**config.mk**
```make
export PLATFORM = sky130hd
export DESIGN_NAME = dkong3_busdec
export DESIGN_NICKNAME = d
export VERILOG_FILES = /design/src/rtl/dkong3_busdec_pkg.sv /design/src/rtl/dkong3_latch259.sv /design/src/rtl/dkong3_busdec.sv
export SDC_FILE = /design/constraint.sdc
export NUM_CORES = 1
export LEC_CHECK = 0
export BUFFER_PORTS_ARGS = -buffer_cell sky130_fd_sc_hd__buf_2
export CORE_MARGIN = 1.5
export CORE_UTILIZATION = 50
export DETAILED_ROUTE_END_ITERATION = 10
export PLACE_DENSITY_LB_ADDON = 0.12
export SLEW_MARGIN = 10
export SYNTH_ARGS = -nofsm -noshare
export SYNTH_HDL_FRONTEND = slang
export SYNTH_SLANG_ARGS = --single-unit
```
**constraint.sdc**
```tcl
create_clock -name I_CLK -period 5.4 [get_ports I_CLK]
set_input_delay 0.81 -clock I_CLK [delete_from_list [all_inputs] [get_ports I_CLK]]
set_output_delay 0.81 -clock I_CLK [all_outputs]
set_load 0.02 [all_outputs]
```
**src/rtl/dkong3_busdec_pkg.sv**
```systemverilog
// Shared types and helpers for the dkong3 main-CPU bus decoder.
package dkong3_busdec_pkg;

    typedef enum logic [1:0] {
        ST_IDLE,
        ST_COUNT,
        ST_BUSY,
        ST_DONE
    } wait_state_e;

    localparam int unsigned WCNT_W = 4;

    function automatic logic rgn_match(
        input logic [31:0] ab,
        input logic [31:0] base,
        input logic [31:0] mask
    );
        return (ab & mask) == base;
    endfunction

endpackage

```
**src/rtl/dkong3_latch259.sv**
```systemverilog
// Generic N-bit addressable latch (74LS259 style) with asynchronous reset.
module dkong3_latch259 #(
    parameter int unsigned  N    = 8,
    parameter logic [N-1:0] INIT = '0
) (
    input  logic                 clk_i,
    input  logic                 rst_ni,
    input  logic                 we_i,
    input  logic [$clog2(N)-1:0] addr_i,
    input  logic                 d_i,
    output logic [N-1:0]         q_o
);

    logic [N-1:0] q_q;
    logic [N-1:0] q_d;

    always_comb begin
        q_d = q_q;
        if (we_i) begin
            q_d[addr_i] = d_i;
        end
    end

    always_ff @(posedge clk_i or negedge rst_ni) begin
        if (!rst_ni) begin
            q_q <= INIT;
        end else begin
            q_q <= q_d;
        end
    end

    assign q_o = q_q;

endmodule

```
**src/rtl/dkong3_busdec.sv**
```systemverilog
// Z80 memory-bus decoder: region selects, wait states, control latch bank,
// write strobes and VBLANK NMI generation.
module dkong3_busdec
    import dkong3_busdec_pkg::*;
#(
    parameter int unsigned           AW          = 16,
    parameter int unsigned           N_RGN       = 4,
    parameter logic [N_RGN*AW-1:0]   RGN_BASE    = {16'h8000, 16'h7400, 16'h7000, 16'h0000},
    parameter logic [N_RGN*AW-1:0]   RGN_MASK    = {16'hE000, 16'hFC00, 16'hFC00, 16'hC000},
    parameter logic [N_RGN*4-1:0]    RGN_WAIT    = {4'd1, 4'd0, 4'd0, 4'd2},
    parameter logic [N_RGN-1:0]      RGN_BUSY    = 4'b0100,
    parameter logic [AW-1:0]         LATCH_BASE  = 16'h7E80,
    parameter int unsigned           N_LATCH     = 8,
    parameter logic [N_LATCH-1:0]    LATCH_INIT  = '0,
    parameter int unsigned           NMI_CLR_BIT = 4,
    parameter logic [AW-1:0]         STB_BASE    = 16'h7D00,
    parameter int unsigned           N_STB       = 4
) (
    input  logic                I_CLK,
    input  logic                I_RESET_n,
    input  logic [AW-1:0]       I_AB,
    input  logic [7:0]          I_DB,
    input  logic                I_MREQ_n,
    input  logic                I_RFSH_n,
    input  logic                I_RD_n,
    input  logic                I_WR_n,
    input  logic                I_BUSY_n,
    input  logic                I_VBLK_n,
    output logic                O_WAIT_n,
    output logic                O_NMI_n,
    output logic [N_RGN-1:0]    O_CS_n,
    output logic [N_RGN-1:0]    O_RD_n,
    output logic [N_RGN-1:0]    O_WR_n,
    output logic [N_LATCH-1:0]  O_LATCH,
    output logic [N_STB-1:0]    O_STB,
    output logic [N_STB*8-1:0]  O_STB_D,
    output logic                O_SUB_RESET_n
);

    localparam int unsigned LA = $clog2(N_LATCH);

    logic               acc, acc_q, acc_start;
    logic               wr_acc, wr_acc_q, wr_start;
    logic [N_RGN-1:0]   sel;
    logic               hit;
    logic [WCNT_W-1:0]  wsel;
    logic               bsel;

    wait_state_e        state_q, state_d;
    logic [WCNT_W-1:0]  cnt_q, cnt_d;
    logic               busy_q, busy_d;
    logic               wait_act;

    logic               latch_we;
    logic [N_LATCH-1:0] latch_q;
    logic               nmi_clr, vblk_q, vblk_fall, nmi_q;
    logic [N_STB-1:0]   stb_hit, stb_q;
    logic [N_STB*8-1:0] stb_data_q;
    logic               sub_rst_q;

    assign acc       = !I_MREQ_n && I_RFSH_n;
    assign acc_start = acc && !acc_q;
    assign wr_acc    = acc && !I_WR_n;
    assign wr_start  = wr_acc && !wr_acc_q;

    // First matching region claims the cycle, so overlapping maps stay one-hot.
    always_comb begin
        sel  = '0;
        hit  = 1'b0;
        wsel = '0;
        bsel = 1'b0;
        for (int unsigned i = 0; i < N_RGN; i++) begin
            if (!hit && rgn_match(32'(I_AB), 32'(RGN_BASE[i*AW +: AW]),
                                  32'(RGN_MASK[i*AW +: AW]))) begin
                hit    = 1'b1;
                sel[i] = 1'b1;
                wsel   = RGN_WAIT[i*WCNT_W +: WCNT_W];
                bsel   = RGN_BUSY[i];
            end
        end
    end

    always_comb begin
        state_d  = state_q;
        cnt_d    = cnt_q;
        busy_d   = busy_q;
        wait_act = 1'b0;
        case (state_q)
            ST_IDLE: begin
                if (acc_start && hit) begin
                    busy_d = bsel;
                    if (wsel != '0) begin
                        state_d = ST_COUNT;
                        cnt_d   = wsel - WCNT_W'(1);
                    end else if (bsel) begin
                        state_d = ST_BUSY;
                    end
                end
            end
            ST_COUNT: begin
                wait_act = 1'b1;
                if (cnt_q == '0) begin
                    state_d = busy_q ? ST_BUSY : ST_DONE;
                end else begin
                    cnt_d = cnt_q - WCNT_W'(1);
                end
            end
            ST_BUSY: begin
                if (!I_BUSY_n) begin
                    wait_act = 1'b1;
                end else begin
                    state_d = ST_DONE;
                end
            end
            ST_DONE: begin
                if (I_MREQ_n) begin
                    state_d = ST_IDLE;
                end
            end
            default: state_d = ST_IDLE;
        endcase
    end

    assign latch_we  = wr_start && (I_AB[AW-1:LA] == LATCH_BASE[AW-1:LA]);
    assign nmi_clr   = latch_we && (I_AB[LA-1:0] == LA'(NMI_CLR_BIT)) && !I_DB[0];
    assign vblk_fall = vblk_q && !I_VBLK_n;

    dkong3_latch259 #(
        .N    (N_LATCH),
        .INIT (LATCH_INIT)
    ) u_latch (
        .clk_i  (I_CLK),
        .rst_ni (I_RESET_n),
        .we_i   (latch_we),
        .addr_i (I_AB[LA-1:0]),
        .d_i    (I_DB[0]),
        .q_o    (latch_q)
    );

    always_comb begin
        stb_hit = '0;
        for (int unsigned i = 0; i < N_STB; i++) begin
            stb_hit[i] = wr_start && (I_AB == STB_BASE + AW'(i << 7));
        end
    end

    always_ff @(posedge I_CLK or negedge I_RESET_n) begin
        if (!I_RESET_n) begin
            state_q    <= ST_IDLE;
            cnt_q      <= '0;
            busy_q     <= 1'b0;
            acc_q      <= 1'b0;
            wr_acc_q   <= 1'b0;
            vblk_q     <= 1'b1;
            nmi_q      <= 1'b0;
            stb_q      <= '0;
            stb_data_q <= '0;
            sub_rst_q  <= 1'b0;
        end else begin
            state_q  <= state_d;
            cnt_q    <= cnt_d;
            busy_q   <= busy_d;
            acc_q    <= acc;
            wr_acc_q <= wr_acc;
            vblk_q   <= I_VBLK_n;
            stb_q    <= stb_hit;
            for (int unsigned i = 0; i < N_STB; i++) begin
                if (stb_hit[i]) begin
                    stb_data_q[i*8 +: 8] <= I_DB;
                end
            end
            if (stb_hit[0]) begin
                sub_rst_q <= I_DB[0];
            end
            // A clear landing on the same edge as VBLANK suppresses the request.
            if (!latch_q[NMI_CLR_BIT] || nmi_clr) begin
                nmi_q <= 1'b0;
            end else if (vblk_fall) begin
                nmi_q <= 1'b1;
            end
        end
    end

    assign O_CS_n        = ~(sel & {N_RGN{acc && I_RESET_n}});
    assign O_RD_n        = O_CS_n | {N_RGN{I_RD_n}};
    assign O_WR_n        = O_CS_n | {N_RGN{I_WR_n || wait_act}};
    assign O_WAIT_n      = !wait_act;
    assign O_NMI_n       = !(nmi_q && latch_q[NMI_CLR_BIT]);
    assign O_LATCH       = latch_q;
    assign O_STB         = stb_q;
    assign O_STB_D       = stb_data_q;
    assign O_SUB_RESET_n = sub_rst_q;

endmodule
```
After elaboration in Yosys (flattened, before gate mapping) --
Index checks and enable logic that the tools add are counted.
Word-level totals: bits in registers 56, latch bits 0, bits in writable memories 0, bits in read-only memories 0, output and inout port bits 59, word-level logic and storage cells 114, memories 0
Operators by class: add/sub/neg operators 2, $mul 0, div/mod/pow operators 0, magnitude comparators 2, equal/unequal tests 19, shift-type cells 0, multiplexer cells 31, bitwise operators 4, reductions and logical operators 42
Operators with widths (count):
- $eq 16x15->1 const B | 4
- $logic_not 32->1 | 1
- $logic_and 1x1->1 | 19
- $mux 2 | 9
- $mux 4 | 4
- $eq 13x12->1 const B | 1
- $mux 1 | 13
- $eq 6x5->1 const B | 2
- $logic_not 1->1 | 12
- $ne 2x2->1 const B | 6
- $bwmux 8 | 1
- $or 4x4->4 | 2
- $pmux 2 s4 | 1
- $pmux 4 s2 | 1
- $sub 4x1->4 const B | 2
- $eq 3x3->1 const B | 2
- $reduce_and 5->1 | 1
- $and 4x4->4 | 1
- $eq 2x2->1 const B | 2
- $logic_not 4->1 | 1
- $lt 3x4->1 const B | 1
- $not 4->4 | 1
- $reduce_and 4->1 | 1
- $reduce_bool 2->1 | 2
- 9 further kinds | 10

Longest topological paths before layout --
Gate-level depths: netlist (run 1).
word-level depth 15, mapped depth 9, mapped depth without buffers 8

By module --
Synthesis (run 1) repeated with hierarchy kept, for this count alone.
Second synthesis, totals: cell total of the unflattened synthesis 206, area total of the unflattened synthesis 2663.8 um^2
By module, submodules not included:
- dkong3_busdec | times used 1, cells each 182, area an instance 2277.2 um^2
- dkong3_latch259 | times used 1, cells each 24, area an instance 386.6 um^2

Worst setup path after synthesis (run 1) --
Ideal clock, no wire load.
kind input to output, start input I_AB[11], end output O_RD_n[2], data arrival time 1.898 ns, setup slack 2.692 ns, stages 4, buffers on the path 0, path through nand3b_1 -> nor4_1 -> nand2_1 -> or2_2
On the way: longest elaborated chain between the ends 9
RTL lines:
- start, declared | line dkong3_busdec.sv:21 | input logic [AW-1:0] I_AB,
- $eq 6x5->1 | line dkong3_busdec_pkg.sv:18 | return (ab & mask) == base;
- $logic_and 1x1->1 | line dkong3_busdec.sv:73 | if (!hit && rgn_match(32'(I_AB), 32'(RGN_BASE[i*AW +: AW]),
- $mux 1 | line dkong3_busdec.sv:73
- $logic_not 1->1 | line dkong3_busdec.sv:73
- $logic_and 1x1->1 (*) | line dkong3_busdec.sv:73
- $mux 1 (*) | line dkong3_busdec.sv:73
- $and 4x4->4 (*) | line dkong3_busdec.sv:184 | assign O_CS_n = ~(sel & {N_RGN{acc && I_RESET_n}});
- $not 4->4 (*) | line dkong3_busdec.sv:184
- via O_CS_n[2] | line dkong3_busdec.sv:31 | output logic [N_RGN-1:0] O_CS_n,
- $or 4x4->4 (*) | line dkong3_busdec.sv:185 | assign O_RD_n = O_CS_n | {N_RGN{I_RD_n}};
- end, declared | line dkong3_busdec.sv:32 | output logic [N_RGN-1:0] O_RD_n,
Mark *: on every way through the listed nets, which the timed path passes. The rest lies on a longest branch.

Worst setup path in the final report (run 1) --
start input I_AB[11], end output O_RD_n[2]
On the way: longest elaborated chain between the ends 9
RTL lines (line):
- $eq 6x5->1 | dkong3_busdec_pkg.sv:18
- $logic_and 1x1->1 | dkong3_busdec.sv:73
- $mux 1 | dkong3_busdec.sv:73
- $logic_not 1->1 | dkong3_busdec.sv:73
- $logic_and 1x1->1 (*) | dkong3_busdec.sv:73
- $mux 1 (*) | dkong3_busdec.sv:73
- $and 4x4->4 (*) | dkong3_busdec.sv:184
- $not 4->4 (*) | dkong3_busdec.sv:184
- $or 4x4->4 (*) | dkong3_busdec.sv:185
Every way passes the cells marked *; elsewhere a longest branch is shown, timed or not.

==> impl_summary.log, run 1 <==
[metrics] post-route clock period utilization: a little over half
[metrics] relative max-transition margin: a little over two fifths
[metrics] final setup violating endpoints: 0
[metrics] crit path kind: in2out
[metrics] instance count on the critical path: 6
[metrics] leak pwr: approximately 1.8 nW
[metrics] commonest cells in the netlist: 54 x dfrtp_1, 24 x mux2_2, 19 x mux2_1
[metrics] Yosys top cell by area: dfrtp_1
[metrics] CP max stage cell: nor4_1
[metrics] number of distinct library cells after synthesis: 42
[metrics] Slew @ Worst Pin: around 870 ps
[metrics] highest ir drop seen on vdd: about 0.00019 V
[metrics] area of the die: about 5700 µm²
[metrics] max-slew violation count: 0
[metrics] CP most frequent cell: buf_2
[metrics] chain of cells forming the critical path: buf_2 -> nand3b_1 -> nor4_1 -> nand2_1 -> or2_2 -> buf_2
[metrics] family with the most delay on the worst path: simple AND/OR/NAND/NOR gates
[metrics] vias in the first global route: 1772
[metrics] CP Buf/Inv Count: 2
[metrics] ranking of synthesized cells by area: dfrtp_1 51%, mux2_2 10%, mux2_1 8.1%
[metrics] FFs w/ async S/R, synth: 100.0%
[metrics] Critical Path Fanout Max: 3
[metrics] antenna-violating nets left: 0
[metrics] number of rows in the core area: 26
[metrics] antenna violations before repair: 0
[metrics] setup total negative slack: 0 ps
[metrics] quantity of I/O buffers inserted on ports: 90
[metrics] post-synthesis area per instance: approximately 13 µm²
[metrics] antenna diode count: 0
[metrics] type of destination of the critical path: output port
[metrics] EDFF count, synth: 0
[metrics] clk slew on worst S/H paths: around 90 ps
[metrics] Die Ht: 75.73 µm
[metrics] Post-Syn Instances: about 210
[metrics] Core Footprint: 5107 µm²
[metrics] WL per Instance: about 14 µm
[metrics] syn_nets: about 250
[metrics] ratio of cells with drive above 1 in the final layout: 46.67%
[metrics] CTS tree: done
[metrics] timing endpoint of the critical path: O_RD_n[2]
[metrics] CTS root buffer: clkbuf_8
[metrics] mean number of vias per cell: 5.135
[metrics] reg-to-reg critical path startpoint: wr_acc_q
[metrics] Iteration-0 DRC Markers: a little under 80
[metrics] GRT Util Overall: between 10% and 20%
[metrics] post-CTS repair timing setup buffer count: 0
[metrics] synthesis-stage register bit count: 55
[metrics] number of buffers created by CTS: 5
[metrics] count of cells resized by post-cts repair: 0
[metrics] Initial Util: about half
[metrics] latest clock arrival within the worst-skew pair: ~300 ps
[metrics] proportion of netlist area held by the largest area contributor: between 50% and 60%
[metrics] data arrival time of the worst path: around 2100 ps
[metrics] endpoints failing hold: 0
[metrics] Synth Flop Type: dfrtp_1
[metrics] fin crit period: around 2900 ps
[metrics] Clock Sinks: 55
[metrics] area delta synth->final: 23.65%
[metrics] cell area after placement: 3153 µm²
[metrics] via count: 1900
[metrics] # H-tree levels: 2
[metrics] R2R cell count: 4
[metrics] Power Dens Cells: 289.9 nW/µm²
[metrics] Req. time, crit path: ~4600 ps
[metrics] R2R Setup Slk: between 3000 and 4000 ps
[metrics] worst hold-check path type: reg2reg
[metrics] most frequent cell after synthesis: dfrtp_1
[metrics] synthesized area: between 2000 and 3000 µm²
[metrics] number of nets in the final layout: 337
[metrics] max-cap violations: 0
[metrics] fmax: between 300 and 400 MHz
[metrics] # fillers: about 450
[metrics] result of the run: completed
[metrics] Syn. warnings: 0
[metrics] Reg-to-Reg End: O_STB_D[0]
[metrics] I/O pin cnt: 91
[metrics] wire length of the first global-routing pass: 8073 µm
[metrics] maximum count of clock buffers along a single path: 2
[metrics] start point of the critical path: I_AB[11]
[metrics] final instance area: about 3300 µm²
[metrics] RSZ-0062 raised after global routing: no
[metrics] worst-case clock skew: around 5.4 ps
[metrics] detailed placer's ending HPWL: 3931 µm
[metrics] CP Launch Type: input pin
[metrics] horizontal extent of the die: 75.73 µm
[metrics] number of buffers inserted for hold repair after clock tree synthesis: 0
[metrics] routability cong.: a little over 0.7
[metrics] sequential-to-total area share from yosys stat: a little over half
[metrics] Post-Route WL: around 5200 µm
[metrics] pin count of the biggest net entering global routing: 56
[metrics] drt drc: 0
[metrics] 1st-pass router iterations: 4
[metrics] Overflow after GRT: 0
[metrics] maximum single-stage delay on the critical path: around 450 ps
## routing by layer
layer  up-vias  share of wire [%]  global-route usage, %
met5         -                  0                      0
li1        930                  -                      -
met1       904                 44                  24.42
met4         0               0.90                  4.762
met2        61                 49                  31.68
met3         5                6.2                  4.630
## area by class of cell
cell class | instances | area [µm²] | share of cell area, %
Sequential cell | 55 | 1378 | 42.12
Multi-Input combinational cell | 133 | 1181 | 36.11
Clock buffer | 6 | 82.58 | 2.525
Inverter | 13 | 48.80 | 1.492
Timing Repair Buffer | 91 | 457.9 | 14.00
Tap cell | 70 | 87.58 | 2.678
Clock inverter | 2 | 35.03 | 1.071
## placed cells by master, fill, tap and decap left out, types with 6 or more instances in the layout
master / netlist / layout
a21oi_1: 6 / 6
buf_2: 0 / 90
clkbuf_8: 0 / 6
dfrtp_1: 54 / 54
ha_1: 6 / 6
inv_1: 13 / 13
mux2_1: 19 / 19
mux2_2: 24 / 24
nand2_1: 8 / 8
nor2b_1: 7 / 7
o21ai_0: 6 / 6
## sequential cells by signal (all words and copies together) (netlist names)
signal       flops
O_STB_D         32
u_latch.q_o      8
O_STB            4
cnt_q            4
state_q          2
acc_q            1
busy_q           1
nmi_q            1
vblk_q           1
wr_acc_q         1
## worst reg2reg max path, stage by stage, from the launching register on
cell and delay, ps:
dfrtp_1 370, nand3b_1 200, nor4_4 520, and4b_1 570, mux2_1 370
## how the worst min path moves through the flow
stage | from | to | slack [ps] | depth (start not counted)
after floorplan | busy_q | busy_q | 490 | 2
after global placement | u_latch.q_o[7] | u_latch.q_o[7] | 460 | 1
after detailed placement | O_STB_D[16] | O_STB_D[16] | 470 | 1
after CTS | O_STB_D[16] | O_STB_D[16] | 490 | 1
after global routing | O_STB_D[18] | O_STB_D[18] | 520 | 1
final | O_STB_D[16] | O_STB_D[16] | 490 | 1
## where the power goes
part           switching, mW  internal [mW]  leakage [nW]
combinational          0.120         0.0946         0.952
clock                  0.131          0.150        0.0612
sequential            0.0174          0.435         0.748
total                  0.268          0.680          1.76
## stage by stage
stage	total power [mW]	instances	setup WS [ps]	hold WS [ps]	util (%)
after floorplan	0.6121	208	2692	492.8	-
after global placement	0.6733	362	2485	463.8	61.73
after detailed placement	0.6768	362	2406	469.3	61.73
after CTS	0.9539	370	2472	490.9	64.04
after global routing	0.9981	370	2411	520.2	64.04
final	0.9481	370	2487	487.4	64.04
## cell families after synthesis
| logic type | share of synthesized area (%) |
|---|---|
| compound gates | 4.683 |
| fa+ha+maj | 2.838 |
| buf+inv | 3.264 |
| flops | 52.08 |
| mux | 19.44 |
| simple gates | 17.69 |
Power figures use the tool's default switching activity.
==> inputs of run 2 (changes only) <==
--- a/config.mk
+++ b/config.mk
@@ -7,7 +7,7 @@
 export LEC_CHECK = 0
 export BUFFER_PORTS_ARGS = -buffer_cell sky130_fd_sc_hd__buf_2
 export CORE_MARGIN = 1.5
-export CORE_UTILIZATION = 50
+export CORE_UTILIZATION = 45
 export DETAILED_ROUTE_END_ITERATION = 10
 export PLACE_DENSITY_LB_ADDON = 0.12
 export SLEW_MARGIN = 10
==> constraint.sdc (replaced) <==
create_clock -name I_CLK -period 2.33 [get_ports I_CLK]
set_input_delay 0.3495 -clock I_CLK [delete_from_list [all_inputs] [get_ports I_CLK]]
set_output_delay 0.3495 -clock I_CLK [all_outputs]
set_load 0.02 [all_outputs]
==> run 2 against run 1 <==
  * First-iteration DRC count up 15%
  * Critical path depth up 1
  * Clock-buffer cell count unchanged
  * Clock power up 94%
  * Hold slack worse by 340 ps
  * Core utilization down 4.5 points
  * Sequential share of layout area down 0.60 points
  * Clock skew down 2.4 ps
==> impl_summary.log, run 2 (synthesized netlist as in run 1, its figures left out) <==
[metrics] result of the run: completed
[metrics] Largest register FFs: 32
[metrics] fin cells: approximately 380
[metrics] area delta synth->final: 25.45%
[metrics] number of nets in the final layout: ~340
[metrics] Overflow after GRT: 0
[metrics] number of cells on the worst hold path: 1
[metrics] launch point of the worst hold path: I_VBLK_n
[metrics] final setup violating endpoints: 0
[metrics] Reg-to-Reg End: state_q[0]
[metrics] area of the die: 6347 µm²
[metrics] clk slew on worst S/H paths: 100 ps
[metrics] Initial Util: a little under half
[metrics] Core Footprint: 5574 µm²
[metrics] max-slew violation count: 0
[metrics] Post-Route WL: approximately 5500 µm
[metrics] leading cell type in the layout, fill and taps excluded: buf_2
[metrics] type of destination of the critical path: output port
[metrics] horizontal extent of the die: roughly 80 µm
[metrics] quantity of I/O buffers inserted on ports: 90
[metrics] CTS tree: done
[metrics] fin crit period: between 2000 and 2500 ps
[metrics] worst hold-check path type: in2reg
[metrics] fmax: about 470 MHz
[metrics] relative max-transition margin: a little over half
[metrics] I/O pin cnt: ~90
[metrics] ratio of cells with drive above 1 in the final layout: 48.53%
[metrics] routability cong.: ~0.74
[metrics] pin count of the biggest net entering global routing: 56
[metrics] detailed placer's ending HPWL: 4177 µm
[metrics] Power Dens Cells: around 640 nW/µm²
[metrics] antenna-violating nets left: 0
[metrics] R2R cell count: 4
[metrics] fin util: 59.53%
[metrics] Die Ht: around 80 µm
[metrics] Critical Path Fanout Max: 4
[metrics] post-route clock period utilization: about nine tenths
[metrics] via count: 1950
[metrics] R2R Setup Slk: 320 ps
[metrics] data arrival time of the worst path: 1790 ps
[metrics] smallest hold slack: approximately 150 ps
[metrics] number of buffers inserted for hold repair after clock tree synthesis: 0
[metrics] Design Power: between 2 and 2.5 mW
[metrics] leak pwr: 1.795 nW
[metrics] endpoints failing hold: 0
[metrics] Slew @ Worst Pin: 694.2 ps
[metrics] reg-to-reg critical path startpoint: cnt_q[0]
[metrics] post-CTS repair timing setup buffer count: 0
[metrics] RSZ-0062 raised after global routing: no
[metrics] Clock Sinks: 55
[metrics] antenna diode count: 0
[metrics] highest ir drop seen on vdd: roughly 0.00034 V
[metrics] crit path kind: reg2out
[metrics] wire length of the first global-routing pass: approximately 9000 µm
[metrics] setup total negative slack: 0 ps
[metrics] max-cap violations: 0
[metrics] commonest non-fill, non-tap cells in the layout: 90 x buf_2, 54 x dfrtp_1, 24 x mux2_2
[metrics] antenna violations before repair: 0
[metrics] WL per Instance: between 10 and 15 µm
[metrics] mean number of vias per cell: about 5.1
[metrics] CP Launch Type: flip-flop
[metrics] vias in the first global route: 1947
[metrics] maximum count of clock buffers along a single path: 2
[metrics] number of buffers created by CTS: 5
[metrics] drt drc: 0
[metrics] placed cell count: ~370
[metrics] CTS root buffer: clkbuf_8
[metrics] number of rows in the core area: 27
[metrics] Iteration-0 DRC Markers: 90
[metrics] 1st-pass router iterations: 4
[metrics] # H-tree levels: 2
[metrics] Req. time, crit path: between 1500 and 2000 ps
[metrics] GRT Util Overall: between 15 and 20%
[metrics] worst-case clock skew: 3.023 ps
[metrics] latest clock arrival within the worst-skew pair: 300 ps
[metrics] endpoint of the worst hold-timing path: vblk_q
-- run 2: worst max path at each step --
| stage | startpoint | to | slack, ps | depth (start not counted) |
|---|---|---|---|---|
| floorplan | state_q[1] | O_WR_n[2] | 110 | 6 |
| global placement | I_AB[4] | u_latch.q_o[5] | 60 | 5 |
| global route | state_q[0] | O_WR_n[2] | 40 | 7 |
| CTS | state_q[0] | O_WR_n[2] | 40 | 7 |
| detailed placement | I_AB[4] | u_latch.q_o[4] | 30 | 5 |
| finish | state_q[0] | O_WR_n[2] | 190 | 7 |
-- run 2: area by class of cell --
| cell class | count | area (µm²) |
|---|---|---|
| well taps | 72 | 90.09 |
| flip-flops and latches | 55 | 1378 |
| clock buffers | 6 | 82.58 |
| clock inverters | 2 | 16.27 |
| inverters | 13 | 48.80 |
| repair buffers | 98 | 510.5 |
| fillers | 473 | 2256 |
| multi-input cells | 133 | 1192 |
-- run 2: power by group --
| group | leakage [nW] | internal (mW) | switching [mW] |
|---|---|---|---|
| clock network | 0.0474 | 0.243 | 0.302 |
| registers | 0.748 | 1.01 | 0.0381 |
| logic | 0.999 | 0.235 | 0.287 |
| total | 1.79 | 1.49 | 0.628 |
-- run 2: worst max-delay path, stage by stage, from the launching register on --
cell and delay, ps:
dfrtp_1 400, inv_1 100, ha_1 220, nor2b_1 150
o21ai_2 150, nor2b_4 200, nand3_1 80, buf_2 180
-- run 2: per-stage QoR --
stage / instance area, µm² / setup slack [ps]
after detailed placement: 3208 / 29.52
after global placement: 3208 / 56.06
final: 3318 / 191.4
after global routing: 3318 / 41.93
after floorplan: 2645 / 108.4
after CTS: 3309 / 39.93
-- run 2: repair_timing --
item / in CTS / in global routing
resized for setup: 1 / 3
pin swaps: 0 / 0
setup endpoints to repair: 1 / 4
-- run 2: metal layers --
| metal | vias up | part of all wire [%] | track usage, % |
|---|---|---|---|
| li1 | 942 | - | - |
| met5 | - | 0 | 0 |
| met4 | 0 | 0.73 | 4.386 |
| met1 | 943 | 45 | 23.80 |
| met2 | 60 | 48 | 30.25 |
| met3 | 5 | 6.3 | 4.686 |
